**src/rtl/cnn_pkg.sv**
```systemverilog
// Shared CNN definitions: pixel width, Q8.8 fraction bits and the pixel type.
package cnn_pkg;

  localparam int DATA_W = 16;
  localparam int Q_FRAC = 8;

  typedef logic signed [DATA_W-1:0] pixel_t;

endpackage

```
**src/rtl/maxpool_2x2_comparator.sv**
```systemverilog
// Signed two's-complement maximum of two pixels; equal operands give that value.
module maxpool_2x2_comparator
  import cnn_pkg::*;
#(
  parameter int DATA_W = cnn_pkg::DATA_W
) (
  input  logic signed [DATA_W-1:0] a,
  input  logic signed [DATA_W-1:0] b,
  output logic signed [DATA_W-1:0] max_val
);

  // Select the larger operand; ties return a, which equals b.
  always_comb begin
    max_val = (a >= b) ? a : b;
  end

endmodule

```
**src/rtl/maxpool_2x2.sv**
```systemverilog
// Streaming 2x2 / stride-2 max pooling over a row-major IMG_W x IMG_H frame.
// Even rows fold horizontal pairs into a half-width line buffer; odd rows fold
// the buffered pair with the current pair and emit one pooled value per window.
// Optional macro POOL_RELU_EN clamps negative pooled results to zero.
module maxpool_2x2
  import cnn_pkg::*;
#(
  parameter int DATA_W = cnn_pkg::DATA_W,
  parameter int IMG_W  = 28,
  parameter int IMG_H  = 28
) (
  input  logic              clk,
  input  logic              rst,
  input  logic              in_valid,
  output logic              in_ready,
  input  logic [DATA_W-1:0] in_data,
  output logic              out_valid,
  input  logic              out_ready,
  output logic [DATA_W-1:0] out_data,
  output logic              out_last
);

  localparam int CW = $clog2(IMG_W);
  localparam int RW = $clog2(IMG_H);
  localparam int LW = (IMG_W > 2) ? $clog2(IMG_W / 2) : 1;
  localparam logic [CW-1:0] COL_LAST = CW'(IMG_W - 1);
  localparam logic [RW-1:0] ROW_LAST = RW'(IMG_H - 1);

  logic [CW-1:0]             col;
  logic [RW-1:0]             row;
  logic signed [DATA_W-1:0]  h;
  logic signed [DATA_W-1:0]  lbuf [IMG_W/2];
  logic [LW-1:0]             lidx;
  logic signed [DATA_W-1:0]  pix;
  logic signed [DATA_W-1:0]  lbuf_rd;
  logic signed [DATA_W-1:0]  max_h;
  logic signed [DATA_W-1:0]  max_l;
  logic signed [DATA_W-1:0]  pooled;
  logic                      in_fire;
  logic                      win_done;
  logic                      frame_end;

  assign pix       = in_data;
  assign lidx      = LW'(col >> 1);
  assign lbuf_rd   = lbuf[lidx];
  assign in_ready  = !(out_valid && !out_ready);
  assign in_fire   = in_valid && in_ready;
  assign win_done  = in_fire && row[0] && col[0];
  assign frame_end = (col == COL_LAST) && (row == ROW_LAST);

  maxpool_2x2_comparator #(.DATA_W(DATA_W)) u_cmp_h (
    .a       (h),
    .b       (pix),
    .max_val (max_h)
  );

  maxpool_2x2_comparator #(.DATA_W(DATA_W)) u_cmp_l (
    .a       (lbuf_rd),
    .b       (pix),
    .max_val (max_l)
  );

`ifdef POOL_RELU_EN
  maxpool_2x2_comparator #(.DATA_W(DATA_W)) u_cmp_relu (
    .a       (max_h),
    .b       ('0),
    .max_val (pooled)
  );
`else
  assign pooled = max_h;
`endif

  // Pixel position counters; advance only on accepted pixels, frames run back to back.
  always_ff @(posedge clk or posedge rst) begin
    if (rst) begin
      col <= '0;
      row <= '0;
    end else if (in_fire) begin
      if (col == COL_LAST) begin
        col <= '0;
        row <= (row == ROW_LAST) ? '0 : row + 1'b1;
      end else begin
        col <= col + 1'b1;
      end
    end
  end

  // Holding register: raw pixel on even rows, vertical pair max on odd rows.
  always_ff @(posedge clk or posedge rst) begin
    if (rst) begin
      h <= '0;
    end else if (in_fire && !col[0]) begin
      h <= row[0] ? max_l : pix;
    end
  end

  // Line buffer keeps the horizontal pair max of each even row; no reset needed
  // because every entry is written on the even row before the odd row reads it.
  always_ff @(posedge clk) begin
    if (in_fire && !row[0] && col[0]) begin
      lbuf[lidx] <= max_h;
    end
  end

  // Output register: a completing window reloads it, otherwise a handshake drains it.
  always_ff @(posedge clk or posedge rst) begin
    if (rst) begin
      out_valid <= 1'b0;
      out_data  <= '0;
      out_last  <= 1'b0;
    end else if (win_done) begin
      out_valid <= 1'b1;
      out_data  <= pooled;
      out_last  <= frame_end;
    end else if (out_valid && out_ready) begin
      out_valid <= 1'b0;
    end
  end

endmodule

```
**config.mk**
```make
export PLATFORM = sky130hd
export DESIGN_NAME = maxpool_2x2
export DESIGN_NICKNAME = d
export VERILOG_FILES = /design/src/rtl/cnn_pkg.sv /design/src/rtl/maxpool_2x2_comparator.sv /design/src/rtl/maxpool_2x2.sv
export SDC_FILE = /design/constraint.sdc
export NUM_CORES = 1
export LEC_CHECK = 0
export ABC_AREA = 0
export BUFFER_PORTS_ARGS = -buffer_cell sky130_fd_sc_hd__buf_2
export CAP_MARGIN = 20
export CORE_MARGIN = 5
export CORE_UTILIZATION = 30
export CTS_CLUSTER_DIAMETER = 40
export DETAILED_ROUTE_END_ITERATION = 10
export GPL_TIMING_DRIVEN = 0
export PLACE_DENSITY = 0.55
export SYNTH_ARGS = -nofsm -noshare
export SYNTH_HDL_FRONTEND = slang
export SYNTH_SLANG_ARGS = --single-unit
```
**constraint.sdc**
```tcl
create_clock -name clk -period 6.2 [get_ports clk]
set_input_delay 0.62 -clock clk [delete_from_list [all_inputs] [get_ports clk]]
set_output_delay 0.62 -clock clk [all_outputs]
set_load 0.01 [all_outputs]
```
== Word-level counts from Yosys, hierarchy flattened ==
Memories as Yosys holds them, arrays and structs flattened.
Cells that the tools add are included.

* Memories kept: 1
* Register bits after elaboration: 44
* Bits in writable memories: 224
* Input bits: 20

{| class="wikitable"
|+ Memory list
! name !! depth !! bits a word !! read ports !! clocked after Yosys merged registers in !! write ports !! RTL line !! source
|-
| lbuf || 14 || 16 || 1 || 0 || 1 || maxpool_2x2.sv:32 || <nowiki>logic signed [DATA_W-1:0] lbuf [IMG_W/2];</nowiki>
|}

* Reduce and logical (&&, ||, !) cells: 15
* Add/subtract/negate cells: 2
* Eq/ne operators: 2
* Mux-type cells: 9
* Order comparisons: 2

{| class="wikitable"
|+ Operators by type and width
! kind !! count
|-
| $mux W16 || 3
|-
| $ge A16 B16 Y1 || 2
|-
| $add A5 B1 Y5 const B || 2
|-
| $eq A5 B5 Y1 const B || 2
|-
| $mux W5 || 2
|-
| $logic_and A1 B1 Y1 || 9
|-
| $logic_not A1 Y1 || 4
|-
| $mux W1 || 4
|-
| $reduce_and A2 Y1 || 1
|-
| $reduce_bool A2 Y1 || 1
|}

== Logic depth before layout (Yosys ltp) ==
* Depth in word-level cells: 8
* Depth in mapped cells: 16
* Mapped depth without buffers: 11

== Hierarchy ==
From an unflattened synthesis, not the netlist that was laid out.

* Cell total of the unflattened synthesis: 764
* Area, all modules: 12022.8 um^2

{| class="wikitable"
|+ By module, submodules not included
! module !! area each (um^2) !! cells an instance !! seq. area each (um^2) !! instances
|-
| maxpool_2x2 || 10694.0 || 614 || 7827.5 || 1
|-
| maxpool_2x2_comparator || 664.4 || 75 || 0.0 || 2
|}

== Worst setup path before layout ==
Ideal clock, no wire load.

* Path type: register -> register
* Start point: register col[1]
* End point: register h[15]
* Setup slack: 2471 ps
* Clock period less this slack: 3729 ps
* Cell stages (with the launch flop): 15
* Required time: 6071 ps
* Setup time: 129 ps
* Arrival: 3601 ps
* Cell sequence: dfrtp_1 > buf_2 > buf_2 > buf_2 > mux2_2 > mux4_2 > ha_1 > nand4_2 > nor4_1 > o41ai_1 > or4_1 > buf_2 > buf_2 > nand4_1 > nand3_1

* Longest elaborated chain between the ends: 4

{| class="wikitable"
|+ RTL lines
! item !! RTL line !! source
|-
| start: declaration || maxpool_2x2.sv:29 || <nowiki>logic [CW-1:0] col;</nowiki>
|-
| start signal: assignment || maxpool_2x2.sv:83 || <nowiki>col <= col + 1'b1;</nowiki>
|-
| $mem_v2 Z14 W16 * || n/a ||
|-
| $ge A16 B16 Y1 || maxpool_2x2_comparator.sv:14 || <nowiki>max_val = (a >= b) ? a : b;</nowiki>
|-
| $mux W16 * || maxpool_2x2_comparator.sv:14 ||
|-
| $mux W16 * || maxpool_2x2.sv:93 || <nowiki>h <= row[0] ? max_l : pix;</nowiki>
|-
| end signal: assignment || maxpool_2x2.sv:93 ||
|-
| end: declaration || maxpool_2x2.sv:31 || <nowiki>logic signed [DATA_W-1:0] h;</nowiki>
|}

Mark *: on every way between the ends. The rest lies on a longest branch, timed or not.
A chain may end at the register's enable or synchronous reset.

== Worst setup path in the final report ==
Same ends and word-level chain as after synthesis.

==> impl_metrics.yaml <==
yosys:
  synth_nets: 770
  synth_compound_area_share_pct: 5.02
  synth_area_per_cell_um2: 16.2
  synthSimpleGateAreaFrac_pct: 7.81
  seq_area_frac_synth_pct: 67.5
  synth_top_area_share_pct: 58.0
  synth-xor-area-share_pct: 0
  ys_top_cells_by_count: "edfxtp_1, mux4_2, nand2_1, dfrtp_1, nand3_1"
  netlist_area_um2: 11600
  synth_most_common_cell: "edfxtp_1"
  synth_async_sr_flop_share_pct: 16.4
  synth_top_family_by_area: "multiplexers"
  synthCells: 716
  synth.distinct_cells: 45
  yosys_warnings: 0
  synth.area.top_cells: "edfxtp_1, mux4_2, dfrtp_1"
  ys.flop_type: "edfxtp_1"
  synthAdderAreaFrac_pct: 3.67
  synth_edf_count: 224
  yosys.area.top_type: "edfxtp_1"
  synthMuxAreaShare_pct: 13.9
  ys_ff_latch: 268
floorplan:
  die_h_um: 207
  die_w_um: 207
  dieArea_um2: 42700
  start_util_pct: 30.1
  row_count: 72
  io_pins: 39
  coreArea_um2: 38500
drt:
  wire_per_inst_um: 20.9
  post_drt_via_cell_ratio: 4.94
  wl_met3_mm: 1.59
  drc_errors: 0
  drt-met1-wl_mm: 12.1
  vias: 6720
  wl_met2_mm: 14.1
  detail_route.iter0.violations: 418
  dr.pass1.iters: 5
  wirelength_mm: 28.5
  routed.top_layer: "met4"
  ant_nets: 0
sta:
  setup_viol: 0
  timing.hold.ws_ns: 0.0577
  max_freq_mhz: 204
  finalCritPeriodShare_pct: 79.2
  tightest_slew_ns: 1.06
  hold_violations: 0
  fin_ws_ns: 1.29
  skew_ns: 0.0249
  max_slew_margin_pct: 28.6
  rsz0062_at_grt: "no"
  fin_tns_setup_ns: 0
  slew_viol_final: 0
  finalCriticalPeriod_ns: 4.91
clock_network:
  cts_tree: "built"
  worstSkewPairLatency_ns: 0.52
  cts.path.max_buffers: 3
  post_cts_resized: 0
  cts_setup_buffers: 0
  cts_hold_buf: 0
  clkTransAtPathRegs_ns: 0.05
  numCtsBuffers: 38
  clock-root-buffer: "clkbuf_16"
  clkSinkCount: 268
  htree_num_levels: 2
critical_path:
  critPathKind: "flip-flop to flip-flop"
  crit_buf_inv: 4
  critical_path.top_delay_family: "buffers and inverters"
  cp-end-kind: "flip-flop"
  crit_slowest_cell: "nor4_1"
  max_stage_delay_ns: 0.59
  crit_arrival_ns: 5.34
  cp_data_required_time_ns: 6.63
  critPathMaxFanout: 10
  worstPathCellList: "buf_2, buf_2, buf_2, mux2_2, mux4_2, ha_1, nand4_2, nor4_1, o41ai_1, nor4_2, clkbuf_1, o211ai_1, nand3_1"
  cpMostUsedCell: "buf_2"
  setup.worst_path.start_class: "flip-flop"
global_routing:
  grt_pass1_vias: 7017
  grt_max_degree: 33
  grt_pass1_wl_mm: 43.4
  grt-ovfl-total: 0
  track_usage_pct: 13.6
  antenna_found_initial: 1
finish:
  final_nets: 868
  syn2layout_area_growth_pct: 20.8
  final_core_util_pct: 36.4
  instances_no_fill: 1359
  final_layout_size_suffix_gt1_share_pct: 27.8
  antenna_cells: 0
worst_hold_path:
  hp-class: "primary input to asynchronous set/reset pin"
placement:
  place_congestion: 0.802
  dp_hpwl_mm: 20.4
  io_buffers: 38
  placed_cells: 1292
  pre_cts_slack_ns: 1.38
flow_run:
  maxCapViolCount: 0
power_and_ir_drop:
  vdd_drop_max_mv: 0.200
  p_leak_nw: 4.94
  powerDensity_nw_per_um2: 505
status:
  status: "finished clean"
-- where the power goes --
group	leakage [nW]	internal [mW]	switching [mW]
sequential	2.57	2.52	0.100
clock	0.611	1.33	0.796
combinational	1.76	0.845	1.48
-- layout by cell type, fill, tap and decap left out, types with 12 or more instances in the layout --
cell	instances
edfxtp_1	224
mux4_2	63
nand2_1	62
buf_2	53
dfrtp_1	44
nand3_1	40
clkbuf_16	39
ha_1	34
clkbuf_1	28
o21ai_0	26
nor2_1	24
nand4_1	21
inv_1	18
a31oi_1	17
o211ai_1	17
mux2_2	15
a21oi_1	12
-- registers in the layout, indices dropped and copies added (netlist names) --
register / cells
lbuf: 224
h: 16
out_data: 16
col: 5
row: 5
out_last: 1
out_valid: 1
-- cells by family (layout without fill, tap and decap cells) --
logic type,Yosys count,after routing
muxes,80,80
buffers and inverters,59,184
and+or+nand+nor,188,188
adders and majority gates,34,34
AOI/OAI and AO/OA,87,87
DFF,268,268
-- per-layer routing --
layer  vias up  GRT usage, %
met5         -             0
met4         0          3.78
met3        47          2.61
met2       183          23.2
met1      3435          17.7
li1       3055             -
-- area by class of cell --
cell class              instances  area (µm²)
multi-input cells             389        3570
plain buffers                  40         178
repair buffers                 58         463
clock inverters                22         255
well taps                     518         648
clock buffers                  45         998
inverters                      19        71.3
fillers                      3645       24500
flip-flops and latches        268        7830
-- path summary, 6_finish.rpt --
path	start	to	slack (ns)	cells past startpoint
max	col[1]$_DFFE_PP0P_	h[15]$_DFFE_PP0P_	1.29	13
min	rst	col[1]$_DFFE_PP0P_	0.06	2
max reg2reg	col[1]$_DFFE_PP0P_	h[15]$_DFFE_PP0P_	1.29	13
min reg2reg	out_last$_DFFE_PP0P_	out_last$_DFFE_PP0P_	0.47	2
max in group asynchronous	rst	h[15]$_DFFE_PP0P_	5.65	3
min in group clk	in_data[3]	h[3]$_DFFE_PP0P_	0.40	3
-- stage by stage --
step | power (mW) | area [µm²]
after CTS | 7.15 | 14000
after global routing | 7.46 | 14000
after detailed placement | 5.00 | 12800
final | 7.08 | 14000
after floorplan | 4.18 | 11600
after global placement | 4.92 | 12400
Note: power is estimated with default switching activity, not from simulation.
